## config.mk

```make
export PLATFORM = sky130hd
export DESIGN_NAME = mmio_timer_intc
export DESIGN_NICKNAME = d
export VERILOG_FILES = /design/src/rtl/mmio_timer_intc.sv
export SDC_FILE = /design/constraint.sdc
export NUM_CORES = 1
export LEC_CHECK = 0
export ABC_AREA = 1
export CAP_MARGIN = 10
export CORE_MARGIN = 2
export CORE_UTILIZATION = 40
export CTS_CLUSTER_DIAMETER = 120
export DETAILED_ROUTE_END_ITERATION = 12
export GPL_TIMING_DRIVEN = 0
export PLACE_DENSITY = 0.65
export SYNTH_ARGS = -nofsm -noshare
export SYNTH_HDL_FRONTEND = slang
export SYNTH_SLANG_ARGS = --single-unit
```

## constraint.sdc

```tcl
create_clock -name clk -period 15 [get_ports clk]
set_input_delay 1.5 -clock clk [delete_from_list [all_inputs] [get_ports clk]]
set_output_delay 1.5 -clock clk [all_outputs]
set_load 0.01 [all_outputs]
```

## src/rtl/mmio_timer_intc.sv

```systemverilog
// Memory-mapped bank of prescaled down-counters that feeds the MIPS interrupt vector.
// Bit 0 of intr carries the CP0 timer interrupt straight through.
module mmio_timer_intc #(
  parameter int unsigned NUM_TIMERS = 4,
  parameter logic [31:0] BASE_ADDR  = 32'h1000_0000,
  parameter int unsigned CNT_WIDTH  = 32,
  parameter int unsigned PRE_WIDTH  = 16
) (
  input  logic        clk,
  input  logic        rst,
  input  logic        ce,
  input  logic        we,
  input  logic [31:0] addr,
  input  logic [31:0] wtData,
  output logic [31:0] rdData,
  output logic        sel,
  input  logic        intimer,
  output logic [5:0]  intr
);

  localparam logic [CNT_WIDTH-1:0] CntOne = CNT_WIDTH'(1);

  logic [PRE_WIDTH-1:0]  prescaleQ, preCntQ;
  logic [NUM_TIMERS-1:0] maskQ, enQ, autoQ, irqEnQ, pendQ, intrQ;
  logic [NUM_TIMERS-1:0] enD, autoD, irqEnD, pendD;
  logic [CNT_WIDTH-1:0]  loadQ  [NUM_TIMERS];
  logic [CNT_WIDTH-1:0]  countQ [NUM_TIMERS];
  logic [CNT_WIDTH-1:0]  loadD  [NUM_TIMERS];
  logic [CNT_WIDTH-1:0]  countD [NUM_TIMERS];

  logic       wrEn, tick, unusedBits;
  logic [3:0] chIdx;
  logic [1:0] regIdx;
  logic [4:0] intrHi;

  // Window is 512-byte aligned, so the upper address bits alone decide membership.
  assign sel        = ce && (addr[31:9] == BASE_ADDR[31:9]);
  assign wrEn       = ce && we && sel;
  assign chIdx      = addr[7:4];
  assign regIdx     = addr[3:2];
  assign tick       = (preCntQ == prescaleQ);
  assign unusedBits = ^{addr[1:0], wtData};

  always_ff @(posedge clk or posedge rst) begin
    if (rst) begin
      prescaleQ <= '0;
      preCntQ   <= '0;
      maskQ     <= '0;
    end else begin
      if (wrEn && (addr[8:2] == 7'd0)) begin
        prescaleQ <= wtData[PRE_WIDTH-1:0];
        preCntQ   <= '0;
      end else if (tick) begin
        preCntQ <= '0;
      end else begin
        preCntQ <= preCntQ + 1'b1;
      end
      if (wrEn && (addr[8:2] == 7'd1)) begin
        maskQ <= wtData[NUM_TIMERS-1:0];
      end
    end
  end

  always_comb begin
    enD    = enQ;
    autoD  = autoQ;
    irqEnD = irqEnQ;
    pendD  = pendQ;
    for (int i = 0; i < int'(NUM_TIMERS); i++) begin
      loadD[i]  = loadQ[i];
      countD[i] = countQ[i];
      // W1C first so a same-cycle expiry below re-sets the flag.
      if (wrEn && addr[8] && (chIdx == 4'(i)) && (regIdx == 2'd3) && wtData[0]) begin
        pendD[i] = 1'b0;
      end
      if (tick && enQ[i] && (countQ[i] != '0)) begin
        if (countQ[i] == CntOne) begin
          pendD[i] = 1'b1;
          if (autoQ[i]) begin
            countD[i] = loadQ[i];
          end else begin
            countD[i] = '0;
            enD[i]    = 1'b0;
          end
        end else begin
          countD[i] = countQ[i] - CntOne;
        end
      end
      // Software writes override any same-cycle decrement or reload.
      if (wrEn && addr[8] && (chIdx == 4'(i))) begin
        case (regIdx)
          2'd0: begin
            enD[i]    = wtData[0];
            autoD[i]  = wtData[1];
            irqEnD[i] = wtData[2];
          end
          2'd1: begin
            loadD[i]  = wtData[CNT_WIDTH-1:0];
            countD[i] = wtData[CNT_WIDTH-1:0];
          end
          default: ;
        endcase
      end
    end
  end

  always_ff @(posedge clk or posedge rst) begin
    if (rst) begin
      enQ    <= '0;
      autoQ  <= '0;
      irqEnQ <= '0;
      pendQ  <= '0;
      intrQ  <= '0;
      for (int i = 0; i < int'(NUM_TIMERS); i++) begin
        loadQ[i]  <= '0;
        countQ[i] <= '0;
      end
    end else begin
      enQ    <= enD;
      autoQ  <= autoD;
      irqEnQ <= irqEnD;
      pendQ  <= pendD;
      intrQ  <= pendQ & irqEnQ & maskQ;
      for (int i = 0; i < int'(NUM_TIMERS); i++) begin
        loadQ[i]  <= loadD[i];
        countQ[i] <= countD[i];
      end
    end
  end

  always_comb begin
    intrHi                 = '0;
    intrHi[NUM_TIMERS-1:0] = intrQ;
  end

  assign intr = {intrHi, intimer};

  always_comb begin
    rdData = '0;
    if (ce && !we && sel) begin
      if (!addr[8]) begin
        case (addr[7:2])
          6'd0:    rdData = 32'(prescaleQ);
          6'd1:    rdData = 32'(maskQ);
          6'd2:    rdData = 32'(pendQ & irqEnQ);
          default: rdData = '0;
        endcase
      end else begin
        for (int i = 0; i < int'(NUM_TIMERS); i++) begin
          if (chIdx == 4'(i)) begin
            case (regIdx)
              2'd0:    rdData = {29'd0, irqEnQ[i], autoQ[i], enQ[i]};
              2'd1:    rdData = 32'(loadQ[i]);
              2'd2:    rdData = 32'(countQ[i]);
              default: rdData = {31'd0, pendQ[i]};
            endcase
          end
        end
      end
    end
  end

endmodule
```

## Word level (Yosys, flattened, before mapping)

Index checks and enable logic that the tools add are counted.

| word-level totals | value |
|---|---|
| flip-flop bits (word level) | 312 |
| bits of input ports | 69 |
| output and inout port bits | 39 |
| logic and storage cells | 155 |

| cells by class | value |
|---|---|
| add/sub/neg operators | 5 |
| eq/ne operators | 15 |
| mux-type cells | 65 |
| bitwise logic cells | 3 |
| reduce and logical (&&, ||, !) cells | 45 |

Operator list:

| cell | count |
|---|---|
| two-way mux 32 bit | 26 |
| one-hot mux 32 bit (3 select lines) | 4 |
| equality test 32 x 1 -> 1 bit (second input constant) | 4 |
| nonzero test 32 bit | 4 |
| subtractor 32 x 1 -> 32 bit (second input constant) | 4 |
| one-hot mux 16 bit (3 select lines) | 1 |
| two-way mux 1 bit | 32 |
| two-way mux 16 bit | 2 |
| logical AND 1 bit | 28 |
| equality test 23 x 20 -> 1 bit (second input constant) | 1 |
| adder 16 x 1 -> 16 bit (second input constant) | 1 |
| equality test 16 bit | 1 |
| AND reduction 2 bit | 8 |
| AND 4 bit | 3 |
| equality test 4 x 2 -> 1 bit (second input constant) | 2 |
| equality test 7 x 1 -> 1 bit (second input constant) | 1 |
| logical NOT 7 bit | 1 |
| equality test 6 x 1 -> 1 bit (second input constant) | 1 |
| equality test 6 x 2 -> 1 bit (second input constant) | 1 |
| logical NOT 6 bit | 1 |
| equality test 2 bit (second input constant) | 2 |
| equality test 4 x 1 -> 1 bit (second input constant) | 1 |
| logical NOT 4 bit | 1 |
| equality test 2 x 1 -> 1 bit (second input constant) | 1 |
| 2 further kinds | 2 |

## Longest topological paths before layout

Gate-level depths: netlist of the first run.

| logic depth | value |
|---|---|
| depth in word-level cells | 10 |
| depth in mapped cells | 16 |
| depth with buffers taken out | 14 |

## Worst setup path before layout of the first run

OpenSTA, ideal clock, no wires.

| path | value |
|---|---|
| path kind | input-to-output |
| from | input port addr[11] |
| to | output port rdData[18] |
| arrival time | 2.888 ns |
| required time | 13.500 ns |
| slack | 10.612 ns |
| cell stages on the path | 10 |
| path buffers | 1 |
| path through | nor2_1 -> nand2_1 -> nor2_1 -> inv_2 -> nor2_4 -> nand2_1 -> nor2_1 -> inv_2 -> clkbuf_1 -> nor3_1 |

| on the way | value |
|---|---|
| cells in the longest elaborated chain, start to end | 4 |

RTL lines:

| what | RTL line | RTL |
|---|---|---|
| from (decl) | 13 | `input logic [31:0] addr,` |
| equality test 23 x 20 -> 1 bit | 37 | `assign sel = ce && (addr[31:9] == BASE_ADDR[31:9]);` |
| logical AND 1 bit | 37 |  |
| named net sel | 16 | `output logic sel,` |
| logical AND 1 bit | 140 | `if (ce && !we && sel) begin` |
| two-way mux 32 bit | 140 |  |
| to (decl) | 15 | `output logic [31:0] rdData,` |

The timed path passes the listed nets, and every way through them passes these cells.

## Worst setup path in the final report of the first run

| path | value |
|---|---|
| from | input port addr[2] |
| to | output port rdData[16] |

| on the way | value |
|---|---|
| cells in the longest elaborated chain, start to end | 8 |
| elaborated cells between the ends (all ways) | 13 |
| classes of those cells | eq/ne (2); mux (10); reduce/logical (1) |

RTL lines:

| what | RTL line | RTL |
|---|---|---|
| equality test 2 bit, or another cell as far along | 151 | `case (regIdx)` |
| one-hot mux 32 bit (3 select lines) | 151 |  |
| two-way mux 32 bit (3 in a row) | 150 | `if (chIdx == 4'(i)) begin` |
| two-way mux 32 bit * | 150 |  |
| two-way mux 32 bit * | 141 | `if (!addr[8]) begin` |
| two-way mux 32 bit * | 140 |  |

Every way passes the cells marked *; elsewhere a longest branch is shown, timed or not.

==> qor.csv, run 1 <==
metric,value,unit
status,"finished, final reports clean",
cells after synthesis,3404,
Rows,84,
setup violators final,0,
Slew HR,29.44,%
Reg power frac,42.5,%
achievable frequency,0.1386,GHz
Resized Gates After CTS,0,
sequential area share after synthesis,36.71,%
Clock power frac,51.6,%
CP dominant cell by count,clkdlybuf4s50_1,
Synth Area in XOR/XNOR,2.265,%
antenna violations before repair,7,
Layout area overhead,15.66,%
I/O pins,108,
syn nets,3482,
worst-margin pin slew,1050,ps
Post-CTS Setup Bufs,0,
largest family of logic cells by synthesized area,simple AND/OR/NAND/NOR gates,
post-DP HPWL,72150,um
Synth area leader,dfrtp_1,
Final min period,7217,ps
WL/cell,22.19,um
Tcrit/Tclk final,48.11,%
first-pass iteration count of the detailed router,7,
Vias,24210,
vias in the first global route,23100,
initial core utilization,40.47,%
drt via density,5.668,
post-route clock skew,27.26,ps
CP Data Arrival Time,5720,ps
met3 Track Usage GR,6.625,%
GRT Total Usage,34.43,%
peak supply drop,0.00006758,V
"worst slack, placed",8013,ps
CTS sink cnt,312,
Worst R2R Start,preCntQ[6],
R2R setup slack,12230,ps
Reg2Reg Depth,13,
CTS H-Tree Depth,2,
CTS root buffer,clkbuf_16,
Avg Inst Size Synth,6.248,sq um
max-cap violations,0,
Synth cell types,36,
most frequent standard cell in the layout excluding fill and tap cells,nand2_1,
total grt overflow,0,
Pint,0.001470,W
Hold/Removal Path Class,flip-flop to flip-flop,
Pwr per Cell Area,80.60,nW/um^2
max-slew violation count,0,
combinational share of power,6.0,%
setup TNS,0,ps
adder-cell share of the synthesized area,0.5294,%
family with the most delay on the worst path,buffers and inverters,
Nets,3627,
share of the synthesized area in the top cell type,36.71,%
Crit Path Category,input pin to primary output,
Crit-path slowest cell,o21ai_0,
hold path depth,2,
Post-Syn Area,21270,sq um
clock-pin slew on the worst setup and hold paths,60,ps
first-pass GRT wire length,141000,um
#FFs+latches synth,312,
sw frac,25.86,%
ANT nets after route,0,
CP startpoint,addr[2],
Critical Path Sink,rdData[16],
CTS tree,built,
fillers,5721,
Num CTS Buffers,40,
CP cell instances,clkdlybuf4s50_1 > inv_2 > nand2_1 > nor2_1 > inv_1 > clkbuf_1 > o21ai_0 > a21oi_1 > nor3_1 > clkdlybuf4s50_1,
die area,55030,sq um
met1 usage,43.50,%
post-route setup slack,7783,ps
IO buf count,100,
Leak,13.77,nW
# DRC,0,
largest net degree at the start of global routing,106,
global routing usage on met2,54.60,%
clk buf depth,3,
share of post-route cells with drive strength above 1,5.054,%
later-pin clock latency in the skew report,600,ps
Core ar.,52550,sq um
number of hold violations in the final report,0,
Worst setup EP type,primary output,
Synth Area in Compound Gates,9.812,%
RSZ-0062 raised after global routing,false,
CP peak stage delay,820,ps
Yosys warnings,0,
critical path data required time,13500,ps
Final Wtd Congestion,1.070,
Routed Wire Length,94750,um
Synth Area in Simple Gates,42.28,%
Most Crowded Layer GR,met2,
Die Ht,234.6,um
die width,234.6,um
Pwr Total,0.001983,W
reg2reg end,countQ[10],
Switch Pwr,0.0005126,W
"Buf+Inv Stages, Crit Path",5,
"commonest cells after routing, fill and taps aside","nand2_1 (1,323), nor2_1 (375), nand3_1 (375), dfrtp_1 (312), inv_1 (290)",
mux share of post-synthesis cell area,0,%
cell count along the critical path,10,
top post-synthesis cells by area,"dfrtp_1 (37%), nand2_1 (23%), nand3_1 (8.8%)",
launching element type of the critical path,input pin,
Hold Buf Count CTS,0,
maximum fanout along the worst path,10,
Iteration-0 DRC Markers,2966,
==> cells in the mapped netlist, drive strengths merged <==
master	instances
xnor2	3
clkbuf	66
a31oi	1
xor2	52
buf	77
o21ai	217
clkinv	1
nor4	3
a21oi	117
ha	9
conb	1
nor3	38
o211ai	14
nand3b	2
inv	301
o221ai	6
or2	2
o22ai	29
o2111ai	2
nor2	392
nand4	48
a221oi	6
dfrtp	312
nand2	1329
nand3	376
==> kinds of logic after synthesis <==
kind of cell,Yosys count
AO/OA/AOI/OAI,392
XOR/XNOR,55
adder cells (fa/ha/maj),9
buffers and inverters,445
flip-flops,312
other,1
AND/OR/NAND/NOR,2190
==> tightest hold or removal path, delay by kind of cell, from the launching register on <==
kind | cells | cell delay, ps
DFF | 1 | 340
AOI/OAI and AO/OA | 1 | 60
and+or+nand+nor | 1 | 50
==> final cells by class <==
type / instances / area (sq um) / share of cell area (%)
diodes: 2 / 5.005 / 0.02034
plain buffers: 143 / 650.6 / 2.645
clock buffers: 55 / 1127 / 4.583
clock inverters: 19 / 246.5 / 1.002
inverters: 302 / 1141 / 4.639
multi-input cells: 2647 / 11680 / 47.47
flip-flops and latches: 312 / 7807 / 31.74
well taps: 688 / 860.8 / 3.499
repair buffers: 103 / 1084 / 4.405
==> worst min-delay path by stage <==
| stage | from | to | slack, ps |
|---|---|---|---|
| 2_1_floorplan | pendQ[1] | pendQ[1] | 450 |
| 3_3_place_gp | irqEnQ[1] | irqEnQ[1] | 470 |
| 3_5_place_dp | irqEnQ[1] | irqEnQ[1] | 470 |
| 4_1_cts | irqEnQ[1] | irqEnQ[1] | 490 |
| 5_1_grt | irqEnQ[1] | irqEnQ[1] | 520 |
| 6_report | irqEnQ[1] | irqEnQ[1] | 490 |
==> routing by layer <==
metal	wire [um]	vias to the layer above
met4	6223	2
met2	42190	1317
met3	9229	284
met5	18	-
li1	-	11200
met1	37090	11410
==> power groups by stage <==
stage                logic, W  clock network, W  registers (W)
floorplan           0.0000419                 0       0.000857
global placement     0.000111                 0       0.000858
detailed placement   0.000115                 0       0.000857
CTS                  0.000115           0.00103       0.000842
global route         0.000122           0.00106       0.000841
finish               0.000118           0.00102       0.000842
==> registers in the layout, summed over array words and instances, names as in the netlist <==
signal	cells
autoQ	4
irqEnQ	4
pendQ	4
countQ	128
enQ	4
prescaleQ	16
preCntQ	16
maskQ	4
intrQ	4
loadQ	128
==> metrics by stage <==
step	utilization [%]	hold WS, ps	instance area, sq um	cells
3_3_place_gp	44.02	465.9	23130	4192
2_1_floorplan	-	452.9	21270	3404
4_1_cts	46.80	487.2	24590	4269
6_report	46.81	490.4	24600	4271
3_5_place_dp	44.19	473.4	23220	4195
5_1_grt	46.80	518.7	24590	4269
(Power assumes the default switching activity.)
==> run 2: changes to the inputs <==
--- a/config.mk
+++ b/config.mk
@@ -12,7 +12,7 @@
 export CTS_CLUSTER_DIAMETER = 120
 export DETAILED_ROUTE_END_ITERATION = 12
 export GPL_TIMING_DRIVEN = 0
-export PLACE_DENSITY = 0.65
+export PLACE_DENSITY = 0.67
 export SYNTH_ARGS = -nofsm -noshare
 export SYNTH_HDL_FRONTEND = slang
 export SYNTH_SLANG_ARGS = --single-unit
==> constraint.sdc (replaced) <==
create_clock -name clk -period 6.1 [get_ports clk]
set_input_delay 0.61 -clock clk [delete_from_list [all_inputs] [get_ports clk]]
set_output_delay 0.61 -clock clk [all_outputs]
set_load 0.01 [all_outputs]
==> qor.csv, run 2 (synthesized netlist as in run 1, its figures left out) <==
metric,value,unit
status,"finished, final reports clean",
Nets,3633,
RSZ-0062 raised after global routing,false,
achievable frequency,0.1870,GHz
Worst setup EP type,primary output,
Die Ht,234.6,um
Final Wtd Congestion,1.068,
IO buf count,100,
Iteration-0 DRC Markers,3224,
CP cell instances,clkdlybuf4s50_1 > inv_2 > nand2_1 > nor2_1 > inv_1 > clkbuf_1 > o21ai_0 > a21oi_1 > nor3_1 > clkdlybuf4s50_1,
sw frac,24.86,%
launching element type of the critical path,input pin,
number of hold violations in the final report,0,
"commonest cells after routing, fill and taps aside","nand2_1 (1,323), nor2_1 (375), nand3_1 (375), dfrtp_1 (312), inv_1 (290)",
Largest regs,"countQ x128, loadQ x128",
family with the most delay on the worst path,buffers and inverters,
Num CTS Buffers,40,
later-pin clock latency in the skew report,590,ps
post-route clock skew,24.75,ps
GRT Total Usage,34.55,%
max-slew violation count,0,
Hold/Removal Path Class,input pin to async pin,
CP Data Arrival Time,4740,ps
# DRC,0,
first-pass GRT wire length,141600,um
post-route setup slack,751.8,ps
antenna violations before repair,11,
vias in the first global route,22630,
Finished Core Util,47.20,%
fillers,5595,
CTS sink cnt,312,
die width,234.6,um
Hold Buf Count CTS,0,
first-pass iteration count of the detailed router,6,
WL/cell,22.03,um
Vias,24050,
Pint,0.003808,W
"worst slack, placed",854.7,ps
largest net degree at the start of global routing,41,
Leak,13.87,nW
"Buf+Inv Stages, Crit Path",5,
share of post-route cells with drive strength above 1,5.325,%
Crit-path slowest cell,o21ai_0,
drt via density,5.621,
Clock power frac,53.3,%
die area,55030,sq um
worst-margin pin slew,1005,ps
Final min period,5348,ps
Rows,84,
combinational share of power,5.9,%
Routed Wire Length,94260,um
maximum fanout along the worst path,10,
post-DP HPWL,72190,um
critical path data required time,5490,ps
Post-CTS Setup Bufs,0,
CTS tree,built,
max-cap violations,0,
Tcrit/Tclk final,87.67,%
CTS H-Tree Depth,2,
Switch Pwr,0.001260,W
total grt overflow,0,
Resized Gates After CTS,0,
clk buf depth,3,
Crit Path Category,input pin to primary output,
initial core utilization,40.47,%
clock-pin slew on the worst setup and hold paths,60,ps
most frequent standard cell in the layout excluding fill and tap cells,nand2_1,
Reg power frac,40.8,%
Pwr per Cell Area,204.4,nW/um^2
CP dominant cell by count,clkdlybuf4s50_1,
I/O pins,108,
CTS root buffer,clkbuf_16,
setup violators final,0,
Core ar.,52550,sq um
Slew HR,33.00,%
CP peak stage delay,760,ps
Layout area overhead,16.61,%
ANT nets after route,0,
peak supply drop,0.0001818,V
[run 2: cell types whose count changed in the layout (fill, tap and decap cells not counted)]
cell,change
clkinv_8,-3
clkinvlp_4,-1
buf_16,-3
inv_6,+2
diode_2,+2
clkinv_4,+1
clkbuf_1,-4
buf_12,+9
clkbuf_16,+1
bufinv_16,+4
[run 2: layout make-up]
type,count,area (sq um),share of cell area [%]
flip-flops and latches,312,7807,31.48
multi-input cells,2647,11680,47.08
plain buffers,143,650.6,2.623
diodes,4,10.01,0.04036
repair buffers,109,1181,4.762
well taps,688,860.8,3.471
clock buffers,52,1137,4.586
clock inverters,22,340.3,1.372
inverters,302,1137,4.586
[run 2: power groups by stage]
| stage | sequential (W) | clock (W) | combinational, W |
|---|---|---|---|
| global route | 0.00207 | 0.00281 | 0.000308 |
| global placement | 0.00211 | 0 | 0.000273 |
| finish | 0.00207 | 0.00270 | 0.000299 |
| floorplan | 0.00211 | 0 | 0.000103 |
| detailed placement | 0.00211 | 0 | 0.000288 |
| CTS | 0.00207 | 0.00272 | 0.000289 |
[run 2: layer usage]
layer / wire length, um / vias up / track usage [%]
li1: - / 11200 / -
met1: 37360 / 11180 / 45.59
met2: 41490 / 1379 / 53.72
met3: 9483 / 294 / 5.850
met4: 5909 / 4 / 19.32
met5: 21 / - / 0
[run 2: worst paths after layout]
path / start / endpoint / slack (ps) / cells past startpoint
worst max-delay path: addr[2] / rdData[20] / 750 / 10
worst max register to register: preCntQ[7] / pendQ[1] / 3350 / 11
worst min-delay path: rst / preCntQ[10] / 320 / 2
worst min register to register: maskQ[3] / maskQ[3] / 480 / 2
max in group asynchronous: rst / loadQ[88] / 4780 / 5
min in group clk: maskQ[3] / maskQ[3] / 480 / 2
[run 2: stage by stage]
stage               setup TNS, ps  power, W  hold WS [ps]  std cells  instance area [sq um]
floorplan                       0  0.002212         452.9       3404                  21270
global placement          -329780  0.002383         465.8       4192                  23130
detailed placement              0  0.002395         472.8       4201                  23310
CTS                             0  0.005078         309.0       4275                  24790
global route                    0  0.005185         322.9       4276                  24800
finish                          0  0.005068         317.5       4279                  24800
[run 2: worst reg2reg max path: cells and delay by family, from the launching register on]
family | cells | cell delay [ps]
and+or+nand+nor | 7 | 1130
DFF | 1 | 460
buffers and inverters | 3 | 730
AOI/OAI and AO/OA | 1 | 330
